$ cat src/rtl/imm_decode_pkg.sv
// -----------------------------------------------------------------------------
// imm_decode_pkg
// Shared types and constants for the registered immediate-decode stage.
//   imm_fmt_e    : immediate format tag carried with every decoded entry
//   OP_*         : RV32I major opcodes that carry (or explicitly lack) an imm
//   F3_*         : func3 codes that turn OP_IMM into a shift-immediate
//   buf_state_e  : occupancy of the 2-entry output buffer (also a debug port)
//   imm_meta_t   : the non-immediate fields of a decoded entry
//   shamt_width(): shift-amount width derived from XLEN
// The decoded entry itself is {imm[XLEN-1:0], imm_meta_t}. The imm field is
// XLEN wide, so each module builds the full entry type locally from its own
// XLEN parameter.
// Optional feature macro: IMM_DECODE_ILLEGAL_EN (see imm_extract).
// -----------------------------------------------------------------------------
package imm_decode_pkg;

  typedef enum logic [2:0] {
    FMT_R    = 3'd0,
    FMT_I    = 3'd1,
    FMT_S    = 3'd2,
    FMT_B    = 3'd3,
    FMT_U    = 3'd4,
    FMT_J    = 3'd5,
    FMT_SH   = 3'd6,
    FMT_NONE = 3'd7
  } imm_fmt_e;

  localparam logic [6:0] OP_LUI    = 7'b0110111;
  localparam logic [6:0] OP_AUIPC  = 7'b0010111;
  localparam logic [6:0] OP_JAL    = 7'b1101111;
  localparam logic [6:0] OP_JALR   = 7'b1100111;
  localparam logic [6:0] OP_BRANCH = 7'b1100011;
  localparam logic [6:0] OP_LOAD   = 7'b0000011;
  localparam logic [6:0] OP_STORE  = 7'b0100011;
  localparam logic [6:0] OP_IMM    = 7'b0010011;
  localparam logic [6:0] OP_REG    = 7'b0110011;

  localparam logic [2:0] F3_SLL = 3'b001;
  localparam logic [2:0] F3_SRX = 3'b101;

  typedef enum logic [1:0] {
    ST_EMPTY = 2'd0,
    ST_ONE   = 2'd1,
    ST_TWO   = 2'd2
  } buf_state_e;

  typedef struct packed {
    imm_fmt_e fmt;
    logic     shift_arith;
    logic     illegal;
  } imm_meta_t;

  function automatic int shamt_width(input int xlen);
    return (xlen == 64) ? 6 : 5;
  endfunction

endpackage

$ cat src/rtl/imm_decode_stage_if.sv
// -----------------------------------------------------------------------------
// imm_decode_stage_if
// Bundles the fetch-side and consumer-side handshakes of imm_decode_stage.
//   in_valid/in_ready/in_instr                 : instruction input channel
//   out_valid/out_ready/out_imm/out_fmt/
//   out_shift_arith/out_illegal                : decoded result channel
// Modports: master = fetch/consumer side, slave = the decode stage.
//
// Handshake: on each channel a transfer happens at a rising clk edge where
// valid and ready are both 1. A source holding valid=1 may not assume the
// transfer until it sees ready=1 at that edge; ready never depends
// combinationally on valid of the same channel, and in_ready never depends
// on out_ready. While out_valid=1 and out_ready=0 all out_* fields are held.
// -----------------------------------------------------------------------------
interface imm_decode_stage_if #(
  parameter int XLEN = 32
);
  import imm_decode_pkg::*;

  logic            in_valid;
  logic            in_ready;
  logic [31:0]     in_instr;
  logic            out_valid;
  logic            out_ready;
  logic [XLEN-1:0] out_imm;
  imm_fmt_e        out_fmt;
  logic            out_shift_arith;
  logic            out_illegal;

  modport master (
    output in_valid, in_instr, out_ready,
    input  in_ready, out_valid, out_imm, out_fmt, out_shift_arith, out_illegal
  );

  modport slave (
    input  in_valid, in_instr, out_ready,
    output in_ready, out_valid, out_imm, out_fmt, out_shift_arith, out_illegal
  );

endinterface

$ cat src/rtl/imm_extract.sv
// -----------------------------------------------------------------------------
// imm_extract
// Purely combinational RV32I instruction -> immediate decoder.
//   instr : raw 32-bit instruction word
//   imm   : XLEN-wide immediate (sign-extended, or zero-extended shamt)
//   meta  : format tag, srai flag and immediate-level illegal flag
// Optional feature macro IMM_DECODE_ILLEGAL_EN: when defined, meta.illegal
// flags unknown opcodes and malformed shift-immediate encodings; otherwise
// it is constant 0 and no check logic exists.
// -----------------------------------------------------------------------------
module imm_extract
  import imm_decode_pkg::*;
#(
  parameter int XLEN    = 32,
  parameter int SHAMT_W = 5
) (
  input  logic [31:0]     instr,
  output logic [XLEN-1:0] imm,
  output imm_meta_t       meta
);

  logic [6:0] opcode;
  logic [2:0] func3;
  logic       is_shift;

  assign opcode   = instr[6:0];
  assign func3    = instr[14:12];
  assign is_shift = (func3 == F3_SLL) || (func3 == F3_SRX);

  always_comb begin
    imm              = '0;
    meta.fmt         = FMT_NONE;
    meta.shift_arith = 1'b0;
    meta.illegal     = 1'b0;

    // Sizing casts of $signed() operands sign-extend up to XLEN.
    case (opcode)
      OP_LOAD, OP_JALR: begin
        meta.fmt = FMT_I;
        imm      = XLEN'($signed(instr[31:20]));
      end
      OP_IMM: begin
        if (is_shift) begin
          meta.fmt         = FMT_SH;
          imm              = XLEN'(instr[20 +: SHAMT_W]);
          meta.shift_arith = (func3 == F3_SRX) && instr[30];
        end else begin
          meta.fmt = FMT_I;
          imm      = XLEN'($signed(instr[31:20]));
        end
      end
      OP_STORE: begin
        meta.fmt = FMT_S;
        imm      = XLEN'($signed({instr[31:25], instr[11:7]}));
      end
      OP_BRANCH: begin
        meta.fmt = FMT_B;
        imm      = XLEN'($signed({instr[31], instr[7], instr[30:25],
                                  instr[11:8], 1'b0}));
      end
      OP_LUI, OP_AUIPC: begin
        meta.fmt = FMT_U;
        imm      = XLEN'($signed({instr[31:12], 12'b0}));
      end
      OP_JAL: begin
        meta.fmt = FMT_J;
        imm      = XLEN'($signed({instr[31], instr[19:12], instr[20],
                                  instr[30:21], 1'b0}));
      end
      OP_REG: begin
        meta.fmt = FMT_R;
      end
      default: begin
        meta.fmt = FMT_NONE;
      end
    endcase

`ifdef IMM_DECODE_ILLEGAL_EN
    if (meta.fmt == FMT_NONE) begin
      meta.illegal = 1'b1;
    end else if (meta.fmt == FMT_SH) begin
      // RV32 has only a 5-bit shamt, so instr[25] must be clear.
      if ((XLEN == 32) && instr[25]) meta.illegal = 1'b1;
      if ((func3 == F3_SLL) && (instr[31:26] != 6'b000000)) meta.illegal = 1'b1;
      // srli uses 000000, srai uses 010000 in the upper funct bits.
      if ((func3 == F3_SRX) && (instr[31:26] != 6'b000000) &&
          (instr[31:26] != 6'b010000)) meta.illegal = 1'b1;
    end
`endif
  end

endmodule

$ cat src/rtl/imm_decode_stage.sv
// -----------------------------------------------------------------------------
// imm_decode_stage
// Registered immediate-generation stage with a 2-entry skid buffer.
//   clk       : core clock, rising edge
//   rst_n     : asynchronous active-low reset
//   flush     : synchronous discard of all buffered entries (redirect)
//   bus       : imm_decode_stage_if.slave (instruction in, decoded entry out)
//   dbg_state : buffer occupancy state (EMPTY / ONE / TWO)
// Parameter XLEN: 32 or 64. SHAMT_W is derived internally from XLEN.
// Optional feature macro IMM_DECODE_ILLEGAL_EN enables out_illegal
// (decoded in imm_extract; the flag travels with its entry).
//
// The head register drives the outputs; the skid register only fills when
// the head is occupied and not being consumed. in_ready is a flop so the
// fetch side sees no combinational path from out_ready.
// -----------------------------------------------------------------------------
module imm_decode_stage
  import imm_decode_pkg::*;
#(
  parameter int XLEN = 32
) (
  input  logic                clk,
  input  logic                rst_n,
  input  logic                flush,
  imm_decode_stage_if.slave   bus,
  output buf_state_e          dbg_state
);

  localparam int SHAMT_W = shamt_width(XLEN);

  typedef struct packed {
    logic [XLEN-1:0] imm;
    imm_fmt_e        fmt;
    logic            shift_arith;
    logic            illegal;
  } entry_t;

  localparam entry_t ENTRY_RST = '{imm: '0, fmt: FMT_NONE,
                                   shift_arith: 1'b0, illegal: 1'b0};

  logic [XLEN-1:0] dec_imm;
  imm_meta_t       dec_meta;
  entry_t          dec_entry;

  buf_state_e state_q, state_d;
  entry_t     head_q, head_d;
  entry_t     skid_q, skid_d;
  logic       in_ready_q, in_ready_d;
  logic       push, pop;

  imm_extract #(
    .XLEN    (XLEN),
    .SHAMT_W (SHAMT_W)
  ) u_extract (
    .instr (bus.in_instr),
    .imm   (dec_imm),
    .meta  (dec_meta)
  );

  assign dec_entry = '{imm: dec_imm, fmt: dec_meta.fmt,
                       shift_arith: dec_meta.shift_arith,
                       illegal: dec_meta.illegal};

  assign push = bus.in_valid && in_ready_q;
  assign pop  = (state_q != ST_EMPTY) && bus.out_ready;

  always_comb begin
    state_d = state_q;
    head_d  = head_q;
    skid_d  = skid_q;

    if (flush) begin
      // Entries are dropped by occupancy alone; the data flops keep their
      // stale contents, which are invisible while out_valid=0.
      state_d = ST_EMPTY;
    end else begin
      case (state_q)
        ST_EMPTY: begin
          if (push) begin
            head_d  = dec_entry;
            state_d = ST_ONE;
          end
        end
        ST_ONE: begin
          if (push && pop) begin
            head_d = dec_entry;
          end else if (push) begin
            skid_d  = dec_entry;
            state_d = ST_TWO;
          end else if (pop) begin
            state_d = ST_EMPTY;
          end
        end
        ST_TWO: begin
          // in_ready_q is 0 here, so push cannot occur.
          if (pop) begin
            head_d  = skid_q;
            state_d = ST_ONE;
          end
        end
        default: begin
          state_d = ST_EMPTY;
        end
      endcase
    end

    in_ready_d = (state_d != ST_TWO);
  end

  always_ff @(posedge clk or negedge rst_n) begin
    if (!rst_n) begin
      state_q    <= ST_EMPTY;
      head_q     <= ENTRY_RST;
      skid_q     <= ENTRY_RST;
      in_ready_q <= 1'b1;
    end else begin
      state_q    <= state_d;
      head_q     <= head_d;
      skid_q     <= skid_d;
      in_ready_q <= in_ready_d;
    end
  end

  assign bus.in_ready        = in_ready_q;
  assign bus.out_valid       = (state_q != ST_EMPTY);
  assign bus.out_imm         = head_q.imm;
  assign bus.out_fmt         = head_q.fmt;
  assign bus.out_shift_arith = head_q.shift_arith;
  assign bus.out_illegal     = head_q.illegal;
  assign dbg_state           = state_q;

endmodule

$ cat src/flat_wrapper.sv
// flat-port wrapper written by rule: the top's interface ports become plain ports
module imm_decode_stage_flat import imm_decode_pkg::*;
#(
  parameter int XLEN = 32
)
  (clk, rst_n, flush, dbg_state, bus_in_valid, bus_in_instr, bus_out_ready, bus_in_ready, bus_out_valid, bus_out_imm, bus_out_fmt, bus_out_shift_arith, bus_out_illegal);
  imm_decode_stage_if #(.XLEN(XLEN)) bus_i ();
  input  logic clk;
  input  logic rst_n;
  input  logic flush;
  output buf_state_e dbg_state;
  input wire logic [$bits(bus_i.in_valid)-1:0] bus_in_valid;
  input wire logic [$bits(bus_i.in_instr)-1:0] bus_in_instr;
  input wire logic [$bits(bus_i.out_ready)-1:0] bus_out_ready;
  output wire logic [$bits(bus_i.in_ready)-1:0] bus_in_ready;
  output wire logic [$bits(bus_i.out_valid)-1:0] bus_out_valid;
  output wire logic [$bits(bus_i.out_imm)-1:0] bus_out_imm;
  output wire logic [$bits(bus_i.out_fmt)-1:0] bus_out_fmt;
  output wire logic [$bits(bus_i.out_shift_arith)-1:0] bus_out_shift_arith;
  output wire logic [$bits(bus_i.out_illegal)-1:0] bus_out_illegal;
  assign bus_i.in_valid = bus_in_valid;
  assign bus_i.in_instr = bus_in_instr;
  assign bus_i.out_ready = bus_out_ready;
  assign bus_in_ready = bus_i.in_ready;
  assign bus_out_valid = bus_i.out_valid;
  assign bus_out_imm = bus_i.out_imm;
  assign bus_out_fmt = bus_i.out_fmt;
  assign bus_out_shift_arith = bus_i.out_shift_arith;
  assign bus_out_illegal = bus_i.out_illegal;
  imm_decode_stage #(.XLEN(XLEN)) u_core (.clk(clk), .rst_n(rst_n), .flush(flush), .bus(bus_i), .dbg_state(dbg_state));
endmodule
$ cat config.mk
export PLATFORM = sky130hd
export DESIGN_NAME = imm_decode_stage_flat
export DESIGN_NICKNAME = d
export VERILOG_FILES = /design/src/rtl/imm_decode_pkg.sv /design/src/rtl/imm_decode_stage_if.sv /design/src/rtl/imm_extract.sv /design/src/rtl/imm_decode_stage.sv /design/src/flat_wrapper.sv
export SDC_FILE = /design/constraint.sdc
export NUM_CORES = 1
export LEC_CHECK = 0
export CORE_MARGIN = 2
export CORE_UTILIZATION = 51
export DETAILED_ROUTE_END_ITERATION = 16
export PLACE_DENSITY_LB_ADDON = 0.12
export SLEW_MARGIN = 10
export SYNTH_ARGS = -nofsm -noshare
export SYNTH_HDL_FRONTEND = slang
export SYNTH_SLANG_ARGS = --single-unit
$ cat constraint.sdc
create_clock -name clk -period 2.3 [get_ports clk]
set_clock_uncertainty 0.15 [all_clocks]
set_input_delay 0.23 -clock clk [delete_from_list [all_inputs] [get_ports clk]]
set_output_delay 0.23 -clock clk [all_outputs]
set_load 0.02 [all_outputs]
==> flow_metrics.env, run 1 <==
export IMPL_worstPathRequired_ps=1920
export IMPL_fmax_mhz=487
export IMPL_grt_remaining_overflow=0
export IMPL_yosys_warnings=0
export IMPL_finalPower_w=0.00338
export IMPL_cts_resized=0
export IMPL_die_area_mm2=0.00775
export IMPL_core_area_mm2=0.00679
export IMPL_regArea_mm2=0.00189
export IMPL_crit_start="u_core.dbg_state[1]"
export IMPL_n_antenna_cell=0
export IMPL_die_w_um=88.0
export IMPL_peakVddDrop_mv=0.521
export IMPL_grt_pass1_wl_um=15400
export IMPL_met3_usage_pct=5.18
export IMPL_ys_types=47
export IMPL_cp_max_fo=9
export IMPL_syn_nets=426
export IMPL_power_density_mw_per_mm2=718
export IMPL_setup_viol=0
export IMPL_r2r_start="u_core.dbg_state[1]"
export IMPL_ant_nets=0
export IMPL_min_path_type="primary input to asynchronous set/reset pin"
export IMPL_first_global_vias=3194
export IMPL_worstSetupEndpointType="primary output"
export IMPL_timing_final_hold_violations=0
export IMPL_seq_area_frac_synth_pct=52.4
export IMPL_slew_headroom_pct=54.3
export IMPL_routabilityCongestion=0.865
export IMPL_ys_seq_elements=75
export IMPL_grt_antenna_before_repair=0
export IMPL_via_count=3277
export IMPL_cts_buffer_depth=2
export IMPL_multi_input_area_mm2=0.00155
export IMPL_synthCells=389
export IMPL_syn_area_mm2=0.00360
export IMPL_drt_iter0_drc=265
export IMPL_clk_latency_ps=340
export IMPL_dpl_hpwl_um=6770
export IMPL_globalRouteMet1Util_pct=35.2
export IMPL_cp_data_arrival_time_ps=1670
export IMPL_crit_path_start_kind="register"
export IMPL_top_usage_layer="met2"
export IMPL_cts_tree="yes"
export IMPL_worstSetupPathType="register to primary output"
export IMPL_use_met2_pct=41.5
export IMPL_numCtsBuffers=9
export IMPL_max_slew_worst_pin_slew_ps=685
export IMPL_routed_wl_um=9330
export IMPL_fillerInstances=541
export IMPL_htreeDepth=3
export IMPL_tns_ps=0
export IMPL_initial_core_util_pct=53.0
export IMPL_die_h_um=88.0
export IMPL_drive_gt1_share_pct=10.4
export IMPL_first_pass_iters=5
export IMPL_grt_setup_unrepaired="no"
export IMPL_holdBufCountCts=1
export IMPL_drv_max_cap_violation_count=0
export IMPL_leakage_nw=2.00
export IMPL_final_nets=512
export IMPL_status="finished clean"
export IMPL_fin_crit_ps=2050
export IMPL_period_share_pct=89.2
export IMPL_areaGrowthSynthToFinish_pct=30.9
export IMPL_root_buffer="clkbuf_8"
export IMPL_track_usage_pct=25.9
export IMPL_clkSinkCount=75
export IMPL_post_drt_wl_per_cell_um=16.2
export IMPL_post_cts_repair_setup_buffers=0
export IMPL_grt_max_degree=40
export IMPL_clk_pin_slew_ps=70
export IMPL_drv_slew=0
export IMPL_io_pins=78
export IMPL_avgSynthCellArea_um2=9.25
export IMPL_io_buffers=76
export IMPL_vias_per_cell=5.70
export IMPL_rows=30
export IMPL_drc=0
## cells by family after synthesis
group,after synthesis,synth area share [%]
and+or+nand+nor,142,20.0
AOI/OAI and AO/OA,136,22.7
DFF,75,52.4
buffers and inverters,34,4.55
xor gates and xnor gates,1,0.243
other,1,0.104
## critical path: stages (launching register included)
cell	delay, ps
dfrtp_1	470
or2_2	320
clkdlybuf4s50_1	540
## worst paths after layout
check / to / slack [ps] / cells after the start
max reg2reg: u_core.bus.out_imm[16] / 260 / 5
max: bus_out_valid / 250 / 2
min: u_core.bus.out_imm[22] / 240 / 2
max in group asynchronous: u_core.skid_q[3] / 1050 / 3
min reg2reg: u_core.skid_q[4] / 320 / 2
min in group clk: u_core.skid_q[4] / 320 / 2
## Yosys cell counts (all sizes together)
master   count  area (µm²)
nor2        29         109
a21oi       47         235
nor3         3        26.3
nand3b       3        22.5
a211o        1        8.76
nand2b       3        18.8
and3b        1        8.76
a2bb2oi      1        8.76
o221ai       1        8.76
or2          1        6.26
nand4bb      2        38.8
a22oi        4        30.0
or3b         1        8.76
a21o         7        52.6
and2         2        12.5
o21ai       41         213
a31oi        7        43.8
and3         3        18.8
o211ai       7        52.6
o22ai        6        37.5
o31ai        3        22.5
conb         1        3.75
and4bb       1        12.5
buf         12        81.3
o21a         1        7.51
nand2       56         210
a31o         1        8.76
dfrtp       68        1700
nor2b        8        50.1
dfstp        7         184
nand3        9        45.0
a32oi        1        8.76
nand4        5        37.5
xnor2        1        8.76
o21bai       1        18.8
a22o         7        61.3
inv         10        37.5
or3         15        93.8
clkbuf      12        45.0
## metrics by stage
step	std cells	worst slack [ps]	hold slack, ps	cell area (µm²)	util, %
detailed placement	559	39.4	84.4	4530	66.6
global placement	559	93.2	81.1	4530	66.6
floorplan	389	449	-216	3600	-
CTS	575	236	249	4710	69.4
finish	575	248	245	4710	69.4
global route	575	157	285	4710	69.4
## layout by cell type, fill, tap and decap left out, types with 6 or more instances in the layout
cell,instances
o22ai_1,6
o211ai_1,7
inv_1,10
nand3_1,9
nor2_1,29
clkbuf_8,9
o21ai_1,26
a21o_1,7
dfrtp_1,68
or3_1,15
o21ai_0,13
nor2b_1,8
a22o_1,7
a21oi_1,47
dfstp_2,7
nand2_1,56
buf_4,21
clkdlybuf4s50_1,75
a31oi_1,7
## final cells by class
cell class | instances | area share (%)
flip-flops and latches | 75 | 40.0
multi-input cells | 280 | 32.9
well taps | 96 | 2.55
repair buffers | 99 | 20.0
clock buffers | 12 | 2.87
clock inverters | 3 | 0.850
inverters | 10 | 0.797
## power by group
group	leakage, nW	internal [W]	switching [W]
Sequential	0.951	0.00153	0.000105
Combinational	0.957	0.000382	0.000418
Clock	0.0902	0.000493	0.000453
Total	2.00	0.00241	0.000976
## registers in the layout (all words and copies together), names as in the netlist
register / flops
u_core.bus.in_ready: 1
u_core.bus.out_fmt: 3
u_core.bus.out_imm: 32
u_core.bus.out_shift_arith: 1
u_core.dbg_state: 2
u_core.skid_q: 36
## routing by layer
layer | vias up | part of all wire (%)
li1 | 1554 | -
met1 | 1615 | 46
met2 | 94 | 49
met3 | 14 | 4.4
met4 | 0 | 1.4
met5 | - | 0
No activity file was read; power rests on OpenSTA's default activity.
==> run 2, diff against run 1 <==
--- a/config.mk
+++ b/config.mk
@@ -6,7 +6,7 @@
 export NUM_CORES = 1
 export LEC_CHECK = 0
 export CORE_MARGIN = 2
-export CORE_UTILIZATION = 51
+export CORE_UTILIZATION = 34
 export DETAILED_ROUTE_END_ITERATION = 16
 export PLACE_DENSITY_LB_ADDON = 0.12
 export SLEW_MARGIN = 10
==> run 2 against run 1 <==
Compared with the run above:
- non-clock buffer count is 2 higher
- sequential cell count stayed put
- maximum frequency is 0.47% lower
- utilization is 23 points lower
- worst setup slack worse by 9.6 ps
- critical path depth stayed put
- combinational power hardly changed
- global-route usage is 6.9 points lower
- cell count is 7.5% higher
- clock power is 18% higher
- critical endpoint unchanged
- highest routed layer unchanged
==> flow_metrics.env, run 2 (synthesis gave the netlist of run 1 again) <==
export IMPL_status="finished clean"
export IMPL_worstPathRequired_ps=1920
export IMPL_clk_pin_slew_ps=80
export IMPL_clkSinkCount=75
export IMPL_clockPowerShare_pct=31.4
export IMPL_grt_antenna_before_repair=0
export IMPL_fillerInstances=1023
export IMPL_areaGrowthSynthToFinish_pct=34.0
export IMPL_cp_data_arrival_time_ps=1680
export IMPL_drt_iter0_drc=117
export IMPL_setup_ws_ps=239
export IMPL_htreeDepth=3
export IMPL_ant_nets=0
export IMPL_first_pass_iters=4
export IMPL_worstSetupPathType="register to primary output"
export IMPL_die_h_um=107
export IMPL_p_sw_w=0.00103
export IMPL_largest_reg_flops=36
export IMPL_post_cts_repair_setup_buffers=0
export IMPL_cts_buffer_depth=2
export IMPL_slowest_delay_ps=540
export IMPL_cts_resized=0
export IMPL_numCtsBuffers=9
export IMPL_routed_wl_um=10200
export IMPL_clk_latency_ps=350
export IMPL_crit_path_start_kind="register"
export IMPL_power_density_mw_per_mm2=737
export IMPL_core_area_mm2=0.0103
export IMPL_drv_slew=0
export IMPL_post_drt_wl_per_cell_um=16.5
export IMPL_fin_crit_ps=2060
export IMPL_n_antenna_cell=0
export IMPL_grt_max_degree=50
export IMPL_track_usage_pct=19.0
export IMPL_die_w_um=107
export IMPL_final_nets=514
export IMPL_grt_pass1_wl_um=16800
export IMPL_place_ws_ps=-22.7
export IMPL_layout_commonest_cell="clkdlybuf4s50_1"
export IMPL_mostFrequentLayoutCells="75 x clkdlybuf4s50_1, 68 x dfrtp_1, 56 x nand2_1"
export IMPL_cp_cell_sequence="or2_2 > clkdlybuf4s50_1"
export IMPL_drv_max_cap_violation_count=0
export IMPL_drive_gt1_share_pct=11.4
export IMPL_finalPower_w=0.00356
export IMPL_drc=0
export IMPL_root_buffer="clkbuf_8"
export IMPL_rows=37
export IMPL_internal_power_w=0.00253
export IMPL_min_path_type="primary input to asynchronous set/reset pin"
export IMPL_p_comb_share_pct=22.6
export IMPL_period_share_pct=89.6
export IMPL_peakVddDrop_mv=0.332
export IMPL_first_global_vias=3281
export IMPL_dp_cells=601
export IMPL_crit_slowest_cell="clkdlybuf4s50_1"
export IMPL_via_count=3211
export IMPL_io_buffers=76
export IMPL_vias_per_cell=5.20
export IMPL_worstSetupEndpointType="primary output"
export IMPL_io_pins=78
export IMPL_instances_no_fill=618
export IMPL_p_sw_share_pct=28.9
export IMPL_grt_remaining_overflow=0
export IMPL_dpl_hpwl_um=7190
export IMPL_setup_viol=0
export IMPL_die_area_mm2=0.0114
export IMPL_leakage_nw=2.02
export IMPL_initial_core_util_pct=34.9
export IMPL_power_share_sequential_pct=46.1
export IMPL_cts_tree="yes"
export IMPL_fmax_mhz=485
export IMPL_routabilityCongestion=0.924
export IMPL_timing_final_hold_violations=0
export IMPL_top_register="u_core.skid_q"
export IMPL_grt_setup_unrepaired="no"
export IMPL_cp_max_fo=9
==> run 2: changes by cell type in the layout (fill, tap and decap cells not counted), sizes merged <==
cell,previous run,this run
clkbuf,12,10
buf,23,25
bufinv,1,2
clkinvlp,0,3
clkinv,2,1
==> run 2: what timing repair did <==
| item | in CTS | in global routing |
|---|---|---|
| endpoints found under the hold margin | 26 | 0 |
| hold buffers | 1 | 0 |
| setup endpoints to repair | 0 | 0 |
==> run 2: cell type report <==
| type | instances | area (µm²) | area share, % |
|---|---|---|---|
| clock buffers | 10 | 128 | 2.65 |
| repair buffers | 101 | 961 | 19.9 |
| multi-input cells | 280 | 1550 | 32.1 |
| clock inverters | 6 | 91.3 | 1.89 |
| inverters | 10 | 37.5 | 0.778 |
| well taps | 136 | 170 | 3.53 |
| flip-flops and latches | 75 | 1890 | 39.1 |
==> run 2: routing by layer <==
layer | share of wire (%) | global-route usage [%] | vias to the layer above | wire length, µm
li1 | - | - | 1552 | -
met1 | 46 | 25.3 | 1563 | 4730
met2 | 48 | 30.9 | 81 | 4880
met5 | 0 | 0 | - | 0
met3 | 4.4 | 3.28 | 15 | 446
met4 | 1.4 | 7.33 | 0 | 145
==> run 2: worst max-delay path: cells and delay by family (launching register included) <==
family	cells	cell delay (ps)
AND/OR/NAND/NOR	1	330
buffers and inverters	1	540
flip-flops	1	460
==> run 2: stage by stage <==
stage               TNS (ps)  utilization, %  hold slack, ps  area (µm²)
floorplan                  0               -            -216        3600
global placement       -4.10            44.5            25.5        4590
detailed placement      -118            44.5            33.0        4590
CTS                        0            46.7             206        4820
global route               0            46.7             252        4820
finish                     0            46.7             204        4820
==> run 2: final timing paths <==
check	from	endpoint	slack, ps	cells past startpoint
worst max-delay path	u_core.dbg_state[1]	bus_out_valid	240	2
worst min-delay path	rst_n	u_core.bus.out_imm[0]	200	2
worst max register to register	u_core.dbg_state[1]	u_core.bus.out_imm[15]	380	6
worst min register to register	u_core.skid_q[4]	u_core.skid_q[4]	320	2
max in group asynchronous	rst_n	u_core.skid_q[2]	1150	3
min in group clk	bus_in_instr[17]	u_core.bus.out_imm[17]	310	3
==> run 2: power groups by stage <==
stage | logic, W | clock network (W) | registers, W
finish | 0.000803 | 0.00112 | 0.00164
CTS | 0.000814 | 0.00115 | 0.00164
detailed placement | 0.000805 | 0 | 0.00166
floorplan | 0.000284 | 0 | 0.00177
global route | 0.000878 | 0.00120 | 0.00167
global placement | 0.000799 | 0 | 0.00166
